### src/rtl/ball_game_ctrl_if.sv
// Ball-core bus: ball/paddle positions in, crash/move/hold controls out.
// Latency: none, wires only.
// Backpressure: none; controls are single-cycle pulses or levels.
interface ball_game_ctrl_if;
  logic [9:0] iBall_x;
  logic [9:0] iBall_y;
  logic [9:0] iPaddle_l_y;
  logic [9:0] iPaddle_r_y;
  logic [3:0] oCrash;
  logic       oMove_en;
  logic       oBall_rst_n;

  // Controller side: reads positions, drives the ball core controls.
  modport master (
    input  iBall_x, iBall_y, iPaddle_l_y, iPaddle_r_y,
    output oCrash, oMove_en, oBall_rst_n
  );

  // Ball-core / paddle side: publishes positions, consumes controls.
  modport slave (
    output iBall_x, iBall_y, iPaddle_l_y, iPaddle_r_y,
    input  oCrash, oMove_en, oBall_rst_n
  );
endinterface

### src/rtl/ball_game_ctrl.sv
// Match sequencer for the VGA ball game: serve, play, scoring, game over.
// Latency: frame tick 3-4 clocks after vsync fall; crash/move 1 clock after tick.
// Backpressure: none; the ball core must take crash/move on the pulse edge.
module ball_game_ctrl #(
  parameter int H_ACTIVE     = 640,
  parameter int V_ACTIVE     = 480,
  parameter int BALL_SIZE    = 8,
  parameter int STEP         = 2,
  parameter int PADDLE_W     = 8,
  parameter int PADDLE_H     = 64,
  parameter int PADDLE_L_X   = 16,
  parameter int PADDLE_R_X   = 616,
  parameter int SERVE_FRAMES = 60,
  parameter int WIN_SCORE    = 7
) (
  input  logic             iVGA_CLK,
  input  logic             iRST_n,
  input  logic             iVsync_n,
  input  logic             iStart,
  ball_game_ctrl_if.master bus,
  output logic [3:0]       oScore_l,
  output logic [3:0]       oScore_r,
  output logic [2:0]       oState,
  output logic [1:0]       oWinner
);

  typedef enum logic [2:0] {
    S_IDLE  = 3'd0,
    S_SERVE = 3'd1,
    S_PLAY  = 3'd2,
    S_POINT = 3'd3,
    S_OVER  = 3'd4
  } state_e;

  // Geometry is compared in 11 bits so ball+size sums can never wrap.
  localparam logic [10:0] K_VACT = 11'(V_ACTIVE);
  localparam logic [10:0] K_BALL = 11'(BALL_SIZE);
  localparam logic [10:0] K_STEP = 11'(STEP);
  localparam logic [10:0] K_PW   = 11'(PADDLE_W);
  localparam logic [10:0] K_PH   = 11'(PADDLE_H);
  localparam logic [10:0] K_PLX  = 11'(PADDLE_L_X);
  localparam logic [10:0] K_PRX  = 11'(PADDLE_R_X);
  localparam logic [7:0]  K_SRV_LAST = 8'(SERVE_FRAMES - 1);
  localparam logic [3:0]  K_WIN  = 4'(WIN_SCORE);

  state_e      state_q, state_d;
  logic [2:0]  vs_q;            // [0]=stage1, [1]=stage2, [2]=stage3
  logic        tick_q;
  logic        start_q;
  logic [7:0]  cnt_q, cnt_d;
  logic [3:0]  score_l_q, score_l_d, score_r_q, score_r_d;
  logic [1:0]  winner_q, winner_d;
  logic        scorer_q, scorer_d;  // 1: right player scored, 0: left
  logic [3:0]  crash_q, crash_d;
  logic        move_q, move_d;

  logic [10:0] bx, by, pl, pr;
  logic        hit_up, hit_dn, hit_l, hit_r, miss_l, miss_r;
  logic        start_edge;
  logic [3:0]  inc_l, inc_r;

  assign bx = {1'b0, bus.iBall_x};
  assign by = {1'b0, bus.iBall_y};
  assign pl = {1'b0, bus.iPaddle_l_y};
  assign pr = {1'b0, bus.iPaddle_r_y};

  assign hit_up = by <= K_STEP;
  assign hit_dn = (by + K_BALL) >= (K_VACT - K_STEP);
  assign hit_l  = (bx <= K_PLX + K_PW) && (bx + K_STEP >= K_PLX) &&
                  (by + K_BALL > pl) && (by < pl + K_PH);
  assign hit_r  = (bx + K_BALL >= K_PRX) && (bx + K_BALL <= K_PRX + K_PW + K_STEP) &&
                  (by + K_BALL > pr) && (by < pr + K_PH);
  assign miss_l = (bx + K_STEP) < K_PLX;
  assign miss_r = (bx + K_BALL) > (K_PRX + K_PW + K_STEP);

  assign start_edge = iStart & ~start_q;
  assign inc_l = (score_l_q == 4'hF) ? score_l_q : score_l_q + 4'd1;
  assign inc_r = (score_r_q == 4'hF) ? score_r_q : score_r_q + 4'd1;

  // Vsync synchroniser, registered falling-edge tick, and start edge history.
  always_ff @(posedge iVGA_CLK or negedge iRST_n) begin
    if (!iRST_n) begin
      vs_q    <= 3'b111;
      tick_q  <= 1'b0;
      start_q <= 1'b0;
    end else begin
      vs_q    <= {vs_q[1:0], iVsync_n};
      tick_q  <= vs_q[2] & ~vs_q[1];
      start_q <= iStart;
    end
  end

  // Match state, counters, scores and the registered ball-core pulses.
  always_ff @(posedge iVGA_CLK or negedge iRST_n) begin
    if (!iRST_n) begin
      state_q   <= S_IDLE;
      cnt_q     <= 8'd0;
      score_l_q <= 4'd0;
      score_r_q <= 4'd0;
      winner_q  <= 2'b00;
      scorer_q  <= 1'b0;
      crash_q   <= 4'd0;
      move_q    <= 1'b0;
    end else begin
      state_q   <= state_d;
      cnt_q     <= cnt_d;
      score_l_q <= score_l_d;
      score_r_q <= score_r_d;
      winner_q  <= winner_d;
      scorer_q  <= scorer_d;
      crash_q   <= crash_d;
      move_q    <= move_d;
    end
  end

  // Next-state and datapath updates; pulses default low outside a PLAY tick.
  always_comb begin
    state_d   = state_q;
    cnt_d     = cnt_q;
    score_l_d = score_l_q;
    score_r_d = score_r_q;
    winner_d  = winner_q;
    scorer_d  = scorer_q;
    crash_d   = 4'd0;
    move_d    = 1'b0;
    case (state_q)
      S_IDLE, S_OVER: begin
        if (start_edge) begin
          score_l_d = 4'd0;
          score_r_d = 4'd0;
          winner_d  = 2'b00;
          cnt_d     = 8'd0;
          state_d   = S_SERVE;
        end
      end
      S_SERVE: begin
        if (tick_q) begin
          if (cnt_q == K_SRV_LAST) begin
            cnt_d   = 8'd0;
            state_d = S_PLAY;
          end else begin
            cnt_d = cnt_q + 8'd1;
          end
        end
      end
      S_PLAY: begin
        if (tick_q) begin
          if (miss_l || miss_r) begin
            // A miss wins over any crash: no step this frame, just score.
            scorer_d = miss_l;
            state_d  = S_POINT;
          end else begin
            crash_d = {hit_l, hit_r, hit_up, hit_dn};
            move_d  = 1'b1;
          end
        end
      end
      S_POINT: begin
        cnt_d   = 8'd0;
        state_d = S_SERVE;
        if (scorer_q) begin
          score_r_d = inc_r;
          if (inc_r == K_WIN) begin
            winner_d = 2'b10;
            state_d  = S_OVER;
          end
        end else begin
          score_l_d = inc_l;
          if (inc_l == K_WIN) begin
            winner_d = 2'b01;
            state_d  = S_OVER;
          end
        end
      end
      default: state_d = S_IDLE;
    endcase
  end

  assign bus.oCrash      = crash_q;
  assign bus.oMove_en    = move_q;
  assign bus.oBall_rst_n = (state_q == S_PLAY);
  assign oScore_l        = score_l_q;
  assign oScore_r        = score_r_q;
  assign oState          = state_q;
  assign oWinner         = winner_q;

endmodule

### src/flat_wrapper.sv
// flat-port wrapper written by rule: the top's interface ports become plain ports
module ball_game_ctrl_flat 
#(
  parameter int H_ACTIVE     = 640,
  parameter int V_ACTIVE     = 480,
  parameter int BALL_SIZE    = 8,
  parameter int STEP         = 2,
  parameter int PADDLE_W     = 8,
  parameter int PADDLE_H     = 64,
  parameter int PADDLE_L_X   = 16,
  parameter int PADDLE_R_X   = 616,
  parameter int SERVE_FRAMES = 60,
  parameter int WIN_SCORE    = 7
)
  (iVGA_CLK, iRST_n, iVsync_n, iStart, oScore_l, oScore_r, oState, oWinner, bus_iBall_x, bus_iBall_y, bus_iPaddle_l_y, bus_iPaddle_r_y, bus_oCrash, bus_oMove_en, bus_oBall_rst_n);
  ball_game_ctrl_if bus_i ();
  input  logic iVGA_CLK;
  input  logic iRST_n;
  input  logic iVsync_n;
  input  logic iStart;
  output logic [3:0] oScore_l;
  output logic [3:0] oScore_r;
  output logic [2:0] oState;
  output logic [1:0] oWinner;
  input wire logic [$bits(bus_i.iBall_x)-1:0] bus_iBall_x;
  input wire logic [$bits(bus_i.iBall_y)-1:0] bus_iBall_y;
  input wire logic [$bits(bus_i.iPaddle_l_y)-1:0] bus_iPaddle_l_y;
  input wire logic [$bits(bus_i.iPaddle_r_y)-1:0] bus_iPaddle_r_y;
  output wire logic [$bits(bus_i.oCrash)-1:0] bus_oCrash;
  output wire logic [$bits(bus_i.oMove_en)-1:0] bus_oMove_en;
  output wire logic [$bits(bus_i.oBall_rst_n)-1:0] bus_oBall_rst_n;
  assign bus_i.iBall_x = bus_iBall_x;
  assign bus_i.iBall_y = bus_iBall_y;
  assign bus_i.iPaddle_l_y = bus_iPaddle_l_y;
  assign bus_i.iPaddle_r_y = bus_iPaddle_r_y;
  assign bus_oCrash = bus_i.oCrash;
  assign bus_oMove_en = bus_i.oMove_en;
  assign bus_oBall_rst_n = bus_i.oBall_rst_n;
  ball_game_ctrl #(.H_ACTIVE(H_ACTIVE), .V_ACTIVE(V_ACTIVE), .BALL_SIZE(BALL_SIZE), .STEP(STEP), .PADDLE_W(PADDLE_W), .PADDLE_H(PADDLE_H), .PADDLE_L_X(PADDLE_L_X), .PADDLE_R_X(PADDLE_R_X), .SERVE_FRAMES(SERVE_FRAMES), .WIN_SCORE(WIN_SCORE)) u_core (.iVGA_CLK(iVGA_CLK), .iRST_n(iRST_n), .iVsync_n(iVsync_n), .iStart(iStart), .bus(bus_i), .oScore_l(oScore_l), .oScore_r(oScore_r), .oState(oState), .oWinner(oWinner));
endmodule
### config.mk
export PLATFORM = sky130hd
export DESIGN_NAME = ball_game_ctrl_flat
export DESIGN_NICKNAME = d
export VERILOG_FILES = /design/src/rtl/ball_game_ctrl_if.sv /design/src/rtl/ball_game_ctrl.sv /design/src/flat_wrapper.sv
export SDC_FILE = /design/constraint.sdc
export NUM_CORES = 1
export LEC_CHECK = 0
export CAP_MARGIN = 20
export CORE_MARGIN = 3
export CORE_UTILIZATION = 40
export CTS_BUF_LIST = sky130_fd_sc_hd__clkbuf_8
export DETAILED_ROUTE_END_ITERATION = 10
export GPL_ROUTABILITY_DRIVEN = 0
export PLACE_DENSITY = 0.66
export SYNTH_ARGS = -nofsm -noshare
export SYNTH_HDL_FRONTEND = slang
export SYNTH_SLANG_ARGS = --single-unit
### constraint.sdc
create_clock -name iVGA_CLK -period 2.4 [get_ports iVGA_CLK]
set_clock_uncertainty 0.1 [all_clocks]
set_input_delay 0.24 -clock iVGA_CLK [delete_from_list [all_inputs] [get_ports iVGA_CLK]]
set_output_delay 0.24 -clock iVGA_CLK [all_outputs]
set_load 0.005 [all_outputs]
* Yosys cells after proc, flatten, opt, wreduce, memory -nomap -nowiden *
Index checks and enable logic that the tools add are counted.

storage, ports and cells
  memory bits (read-only) = 0
  output and inout port bits = 19
  word-level logic and storage cells = 101
  input bits = 44
  memories kept = 0
  register bits = 32
  bits in writable memories = 0
  bits in latches = 0

cells by class
  div/mod/pow operators = 0
  reduce and logical (&&, ||, !) cells = 17
  bitwise gates (word level) = 4
  multiplexer cells = 31
  multiply operators = 0
  equality and inequality tests = 18
  order comparisons = 12
  add/sub/neg operators = 8
  shift operators = 0

operators with widths
  kind                                                               number
  two-way mux 4 bit                                                  8
  two-way mux 3 bit                                                  8
  two-way mux 8 bit                                                  3
  one-hot mux 8 bit (3 select lines)                                 1
  adder 10 x 4 -> 11 bit (second input constant)                     2
  adder 10 x 7 -> 11 bit (second input constant)                     2
  greater-than comparator 11 x 10 -> 1 bit                           2
  < comparator 10 x 11 -> 1 bit                                      2
  one-hot mux 4 bit (2 select lines)                                 2
  inequality test 2 x 1 -> 1 bit (second input constant)             6
  one-hot mux 3 bit (4 select lines)                                 1
  AND reduction 3 bit                                                4
  adder 10 x 2 -> 11 bit (second input constant)                     1
  >= comparator 11 x 10 -> 1 bit (second input constant)             1
  >= comparator 11 x 5 -> 1 bit (second input constant)              1
  >= comparator 11 x 9 -> 1 bit (second input constant)              1
  greater-than comparator 11 x 10 -> 1 bit (second input constant)   1
  less-or-equal comparator 11 x 10 -> 1 bit (second input constant)  1
  < comparator 11 x 5 -> 1 bit (second input constant)               1
  less-or-equal comparator 10 x 2 -> 1 bit (second input constant)   1
  less-or-equal comparator 10 x 5 -> 1 bit (second input constant)   1
  adder 4 x 1 -> 4 bit (second input constant)                       2
  adder 8 x 1 -> 8 bit (second input constant)                       1
  equality test 4 x 3 -> 1 bit (second input constant)               2
  21 further kinds                                                   35

* Depth between registers and ports, before layout *
  depth in word-level cells = 8
  gate-level depth with buffers = 9
  gate-level depth less buffers = 9

* Worst setup path after synthesis *
Ideal clock, no wire load.

  path type = input to register
  start point = in bus_iBall_y[3]
  end point = reg u_core.crash_q[3], in the netlist u_core.bus.oCrash[3]
  path slack = 0.390 ns
  cell stages on the path = 8
  buffers on the path = 0
  setup time = 0.126 ns
  data required time = 2.174 ns
  arrival time = 1.784 ns
  cells stage by stage = ha_1 -> xor2_1 -> ha_1 -> nand4_1 -> a21oi_1 -> a2111oi_0 -> a21oi_1 -> o311a_1

on the way
  cells in the longest elaborated chain, start to end = 7
  elaborated cells between the ends (all ways) = 8
  those cells by class = 1 x add/sub; 2 x order compare; 3 x mux; 2 x reduce/logical

ends and longest elaborated chain
  what                                      line                   source
  start: declaration                        flat_wrapper.sv:26     input wire logic [$bits(bus_i.iBall_y)-1:0] bus_iBall_y;
  adder 10 x 4 -> 11 bit                    ball_game_ctrl.sv:70   (by + K_BALL > pl) && (by < pl + K_PH);
  greater-than comparator 11 x 10 -> 1 bit  ball_game_ctrl.sv:70
  logical AND 1 bit                         ball_game_ctrl.sv:69   assign hit_l = (bx <= K_PLX + K_PW) && (bx + K_STEP >= K_PLX) &&
  logical AND 1 bit *                       ball_game_ctrl.sv:70
  two-way mux 4 bit *                       ball_game_ctrl.sv:148  if (miss_l || miss_r) begin
  two-way mux 4 bit *                       ball_game_ctrl.sv:147  if (tick_q) begin
  two-way mux 4 bit *                       ball_game_ctrl.sv:126  case (state_q)
  named net u_core.crash_d[3]               ball_game_ctrl.sv:54   logic [3:0] crash_q, crash_d;
  end signal: assignment                    ball_game_ctrl.sv:111  crash_q <= crash_d;
  end: declaration                          ball_game_ctrl.sv:54

Mark *: on every way through the listed nets, which the timed path passes. The rest lies on a longest branch.
A chain may end at the register's enable or synchronous reset.

* Worst setup path after layout *
  start point = in bus_iPaddle_l_y[6]
  end point = reg u_core.crash_q[3], in the netlist u_core.bus.oCrash[3]

on the way
  cells in the longest elaborated chain, start to end = 6
  elaborated cells between the ends (all ways) = 8
  those cells by class = 1 x add/sub; 2 x order compare; 3 x mux; 2 x reduce/logical

ends and longest elaborated chain
  what                                                                                       line                                        source
  start: declaration                                                                         flat_wrapper.sv:27                          input wire logic [$bits(bus_i.iPaddle_l_y)-1:0] bus_iPaddle_l_y;
  adder 10 x 7 -> 11 bit / greater-than comparator 11 x 10 -> 1 bit (equally long branches)  ball_game_ctrl.sv:70
  < comparator 10 x 11 -> 1 bit / logical AND 1 bit (equally long branches)                  ball_game_ctrl.sv:70, ball_game_ctrl.sv:69
  logical AND 1 bit *                                                                        ball_game_ctrl.sv:70
  two-way mux 4 bit *                                                                        ball_game_ctrl.sv:148
  two-way mux 4 bit *                                                                        ball_game_ctrl.sv:147
  two-way mux 4 bit *                                                                        ball_game_ctrl.sv:126
  named net u_core.crash_d[3]                                                                ball_game_ctrl.sv:54

Marks and branches as above.

==> impl_metrics.py <==
metrics = {
    "run_status": {
        "status": "complete, no violations",
    },
    "global_routing": {
        "grt-ovfl-total": 0,
        "grt_max_degree": 33,
        "grt_usage_pct": 18.7,
        "first_global_vias": 2552,
        "antenna_found_initial": 0,
        "grt_pass1_wl_um": 11400,
    },
    "floorplan": {
        "core_area_um2": 6420,
        "die_h_um": 88.1,
        "start_util_pct": 42.0,
        "ioPinCount": 63,
        "die_w_um": 88.1,
        "num_rows": 29,
        "dieArea_um2": 7760,
    },
    "clock_tree": {
        "clk_pin_slew_ns": 0.07,
        "cts_sinks": 32,
        "hold_buffers": 0,
        "cts_tree": "built",
        "h-tree-depth": 2,
        "clock_path_buffers": 2,
        "worst_skew_pair.late_latency_ns": 0.29,
        "cts_made_buffers": 5,
        "root_buffer": "clkbuf_8",
    },
    "worst_setup_path": {
        "reg2regPathDepth": 6,
        "cp_slowest_stage_delay_ns": 0.43,
        "critPathLaunchType": "input pin",
        "worstSetupPathType": "input pin to flip-flop",
        "cpLargestDelayFamily": "compound AO/OA/AOI/OAI gates",
        "crit_required_ns": 2.53,
        "cp_data_arrival_time_ns": 2.43,
        "cp_slowest_cell": "clkdlybuf4s50_1",
        "crit_buf_inv": 1,
        "r2r_setup_slack_ns": 0.36,
        "cp_num_cells": 9,
        "cp_cell_sequence": "clkdlybuf4s50_1, ha_1, xnor2_1, ha_1, a21o_1, a21o_1, a211o_1, nor4_1, o311a_1",
        "critPathCaptureType": "flip-flop",
        "crit_fanout": 2,
    },
    "layout": {
        "drive_above_1_share_pct": 11.8,
        "diodes": 0,
        "areaGrowthSynthToFinish_pct": 38.0,
        "finalNetCount": 484,
        "fin_util_pct": 57.9,
        "fillers": 595,
    },
    "power_and_ir_drop": {
        "power_w": 0.00215,
        "power.switching_w": 0.000754,
        "power_frac_comb_pct": 40.7,
        "seqPwrFrac_pct": 35.5,
        "power_density_nw_per_um2": 578,
        "swShare_pct": 35.1,
        "ir_drop_uv": 232,
        "p_int_w": 0.00140,
        "power.leakage_nw": 1.72,
        "clkPwrFrac_pct": 23.8,
    },
    "timing": {
        "slew_headroom_pct": 64.8,
        "hold_viol_final": 0,
        "rsz0062_at_grt": "no",
        "setup_tns_ns": 0,
        "finalCriticalPeriod_ns": 2.31,
        "fmax_ghz": 0.433,
        "fin_crit_sh_pct": 96.2,
        "tightest_slew_ns": 0.523,
        "final-max-slew-violation-count": 0,
        "holdWs_ns": 0.241,
        "finalSetupViolCount": 0,
    },
    "logic_synthesis": {
        "yosysWarnings": 0,
        "synth_top_area_share_pct": 26.9,
        "avgSynthCellArea_um2": 8.81,
        "postSynthCellCount": 306,
        "synth_seq_cells": 32,
        "synth_edf_count": 0,
        "yosysSeqAreaShare_pct": 29.9,
        "synth_area_leaders": "dfrtp_1, ha_1, inv_1",
        "synth_ff_type": "dfrtp_1",
        "synth_area_um2": 2700,
        "synth.distinct_cells": 54,
        "yosys.area.top_type": "dfrtp_1",
        "async_flop_share_pct": 100,
        "synth_nets": 391,
    },
    "detailed_routing": {
        "vias": 2550,
        "drt_iter0_drc": 72,
        "drtPass1Iterations": 4,
        "via_per_inst": 5.35,
        "routedWlPerCell_um": 14.2,
        "drc": 0,
        "ant_nets": 0,
        "routed_wl_um": 6800,
    },
    "job": {
        "drv_cap": 0,
    },
    "worst_hold_path": {
        "hold_path_class": "input pin to async pin",
    },
    "place": {
        "hpwl_um": 5690,
        "portBuffers": 62,
    },
}
==> final cells by class <==
| type | count | area, µm² | share of cell area, % |
|---|---|---|---|
| Sequential cell | 32 | 805 | 21.6 |
| Clock buffer | 5 | 68.8 | 1.85 |
| Timing Repair Buffer | 91 | 841 | 22.6 |
| Inverter | 34 | 128 | 3.43 |
| Clock inverter | 3 | 42.5 | 1.14 |
| Tap cell | 77 | 96.3 | 2.59 |
| Multi-Input combinational cell | 235 | 1740 | 46.8 |
==> worst register-to-register path: cells and delay by family, from the launching register on <==
family          cells  cell delay, ns
compound gates      2            0.23
mux                 1            0.22
fa+ha+maj           1            0.29
flops               1            0.43
buf+inv             1            0.04
simple gates        1            0.60
==> synthesized netlist by cell type (2+ instances only) <==
library cell / n
a211o_1: 2
a211oi_1: 6
a21o_1: 5
a21oi_1: 14
a311oi_1: 2
a31oi_1: 5
a32o_1: 2
and3_1: 2
and3b_1: 2
buf_2: 2
clkbuf_1: 2
dfrtp_1: 29
dfstp_2: 3
ha_1: 41
inv_1: 34
mux2i_1: 2
nand2_1: 17
nand2b_1: 5
nand3_1: 20
nand3b_1: 2
nand4_1: 8
nor2_1: 18
nor2b_1: 4
nor3_1: 7
nor4_1: 4
o21a_1: 5
o21ai_0: 16
o21ai_1: 3
o22ai_1: 2
o311a_1: 3
or2_1: 2
or2_2: 2
or4_1: 2
xnor2_1: 10
xor2_1: 4
==> path summary, 6_finish.rpt <==
kind,startpoint,end
hold reg to reg,u_core.vs_q[0],u_core.vs_q[1]
hold / removal,iRST_n,u_core.oScore_r[1]
setup reg to reg,u_core.oScore_r[0],u_core.oState[0]
min in group iVGA_CLK,u_core.vs_q[0],u_core.vs_q[1]
max in group asynchronous,iRST_n,u_core.vs_q[0]
setup / recovery,bus_iPaddle_l_y[6],u_core.bus.oCrash[3]
==> routing by layer <==
metal  up-vias  track usage, %  routed length [µm]
met4         0            5.63                  80
met1      1178            22.1                2940
met3         7            2.92                 253
met5         -               0                   0
met2        54            34.7                3520
li1       1311               -                   -
==> cell families (layout without fill, tap and decap cells) <==
| group | after synthesis | after routing | synth area share, % |
|---|---|---|---|
| compound gates | 76 | 76 | 19.1 |
| xor+xnor | 14 | 14 | 4.55 |
| fa+ha+maj | 41 | 41 | 19.0 |
| buf+inv | 39 | 133 | 5.66 |
| flops | 32 | 32 | 29.9 |
| mux | 2 | 2 | 0.743 |
| simple gates | 102 | 102 | 21.0 |
==> state kept, by name, indices dropped and copies added, names as in the netlist <==
register	count
u_core.bus.oCrash	4
u_core.bus.oMove_en	1
u_core.oState	3
u_core.start_q	1
u_core.oScore_r	4
u_core.oScore_l	4
u_core.scorer_q	1
u_core.tick_q	1
u_core.cnt_q	8
u_core.vs_q	3
u_core.oWinner	2
==> power by group through the flow <==
stage | clock network [W] | logic, W | registers [W]
after global routing | 0.000546 | 0.000992 | 0.000785
after floorplan | 0 | 0.000522 | 0.000733
after global placement | 0 | 0.000852 | 0.000767
after CTS | 0.000526 | 0.000881 | 0.000764
final | 0.000511 | 0.000875 | 0.000764
after detailed placement | 0 | 0.000876 | 0.000773
==> per-stage QoR <==
| step | cell area, µm² | setup slack (ns) | instances |
|---|---|---|---|
| 6_report | 3720 | 0.0907 | 477 |
| 5_1_grt | 3720 | 0.0285 | 477 |
| 4_1_cts | 3710 | 0.0741 | 477 |
| 3_5_place_dp | 3600 | -0.377 | 468 |
| 3_3_place_gp | 3600 | -0.325 | 468 |
| 2_1_floorplan | 2700 | 0.390 | 306 |
==> what timing repair did <==
item | 4_1_cts | 5_1_grt
buffers inserted | 1 | 0
setup endpoints to repair | 1 | 2
resized for setup | 3 | 2
==> cells in the final DEF (no fill, tap or decap), drive strengths merged, types with 4 or more instances in the layout <==
cell,instances
inv,34
nand3,20
nor3,8
dfrtp,29
or2,4
o21ai,19
a21o,5
clkbuf,5
a31oi,5
a21oi,14
nor4,5
xor2,4
xnor2,10
o21a,5
nand2b,5
ha,41
a211oi,6
buf,29
nand2,17
nand4,8
nor2b,4
clkdlybuf4s50,58
nor2,18
(Power assumes the default switching activity.)
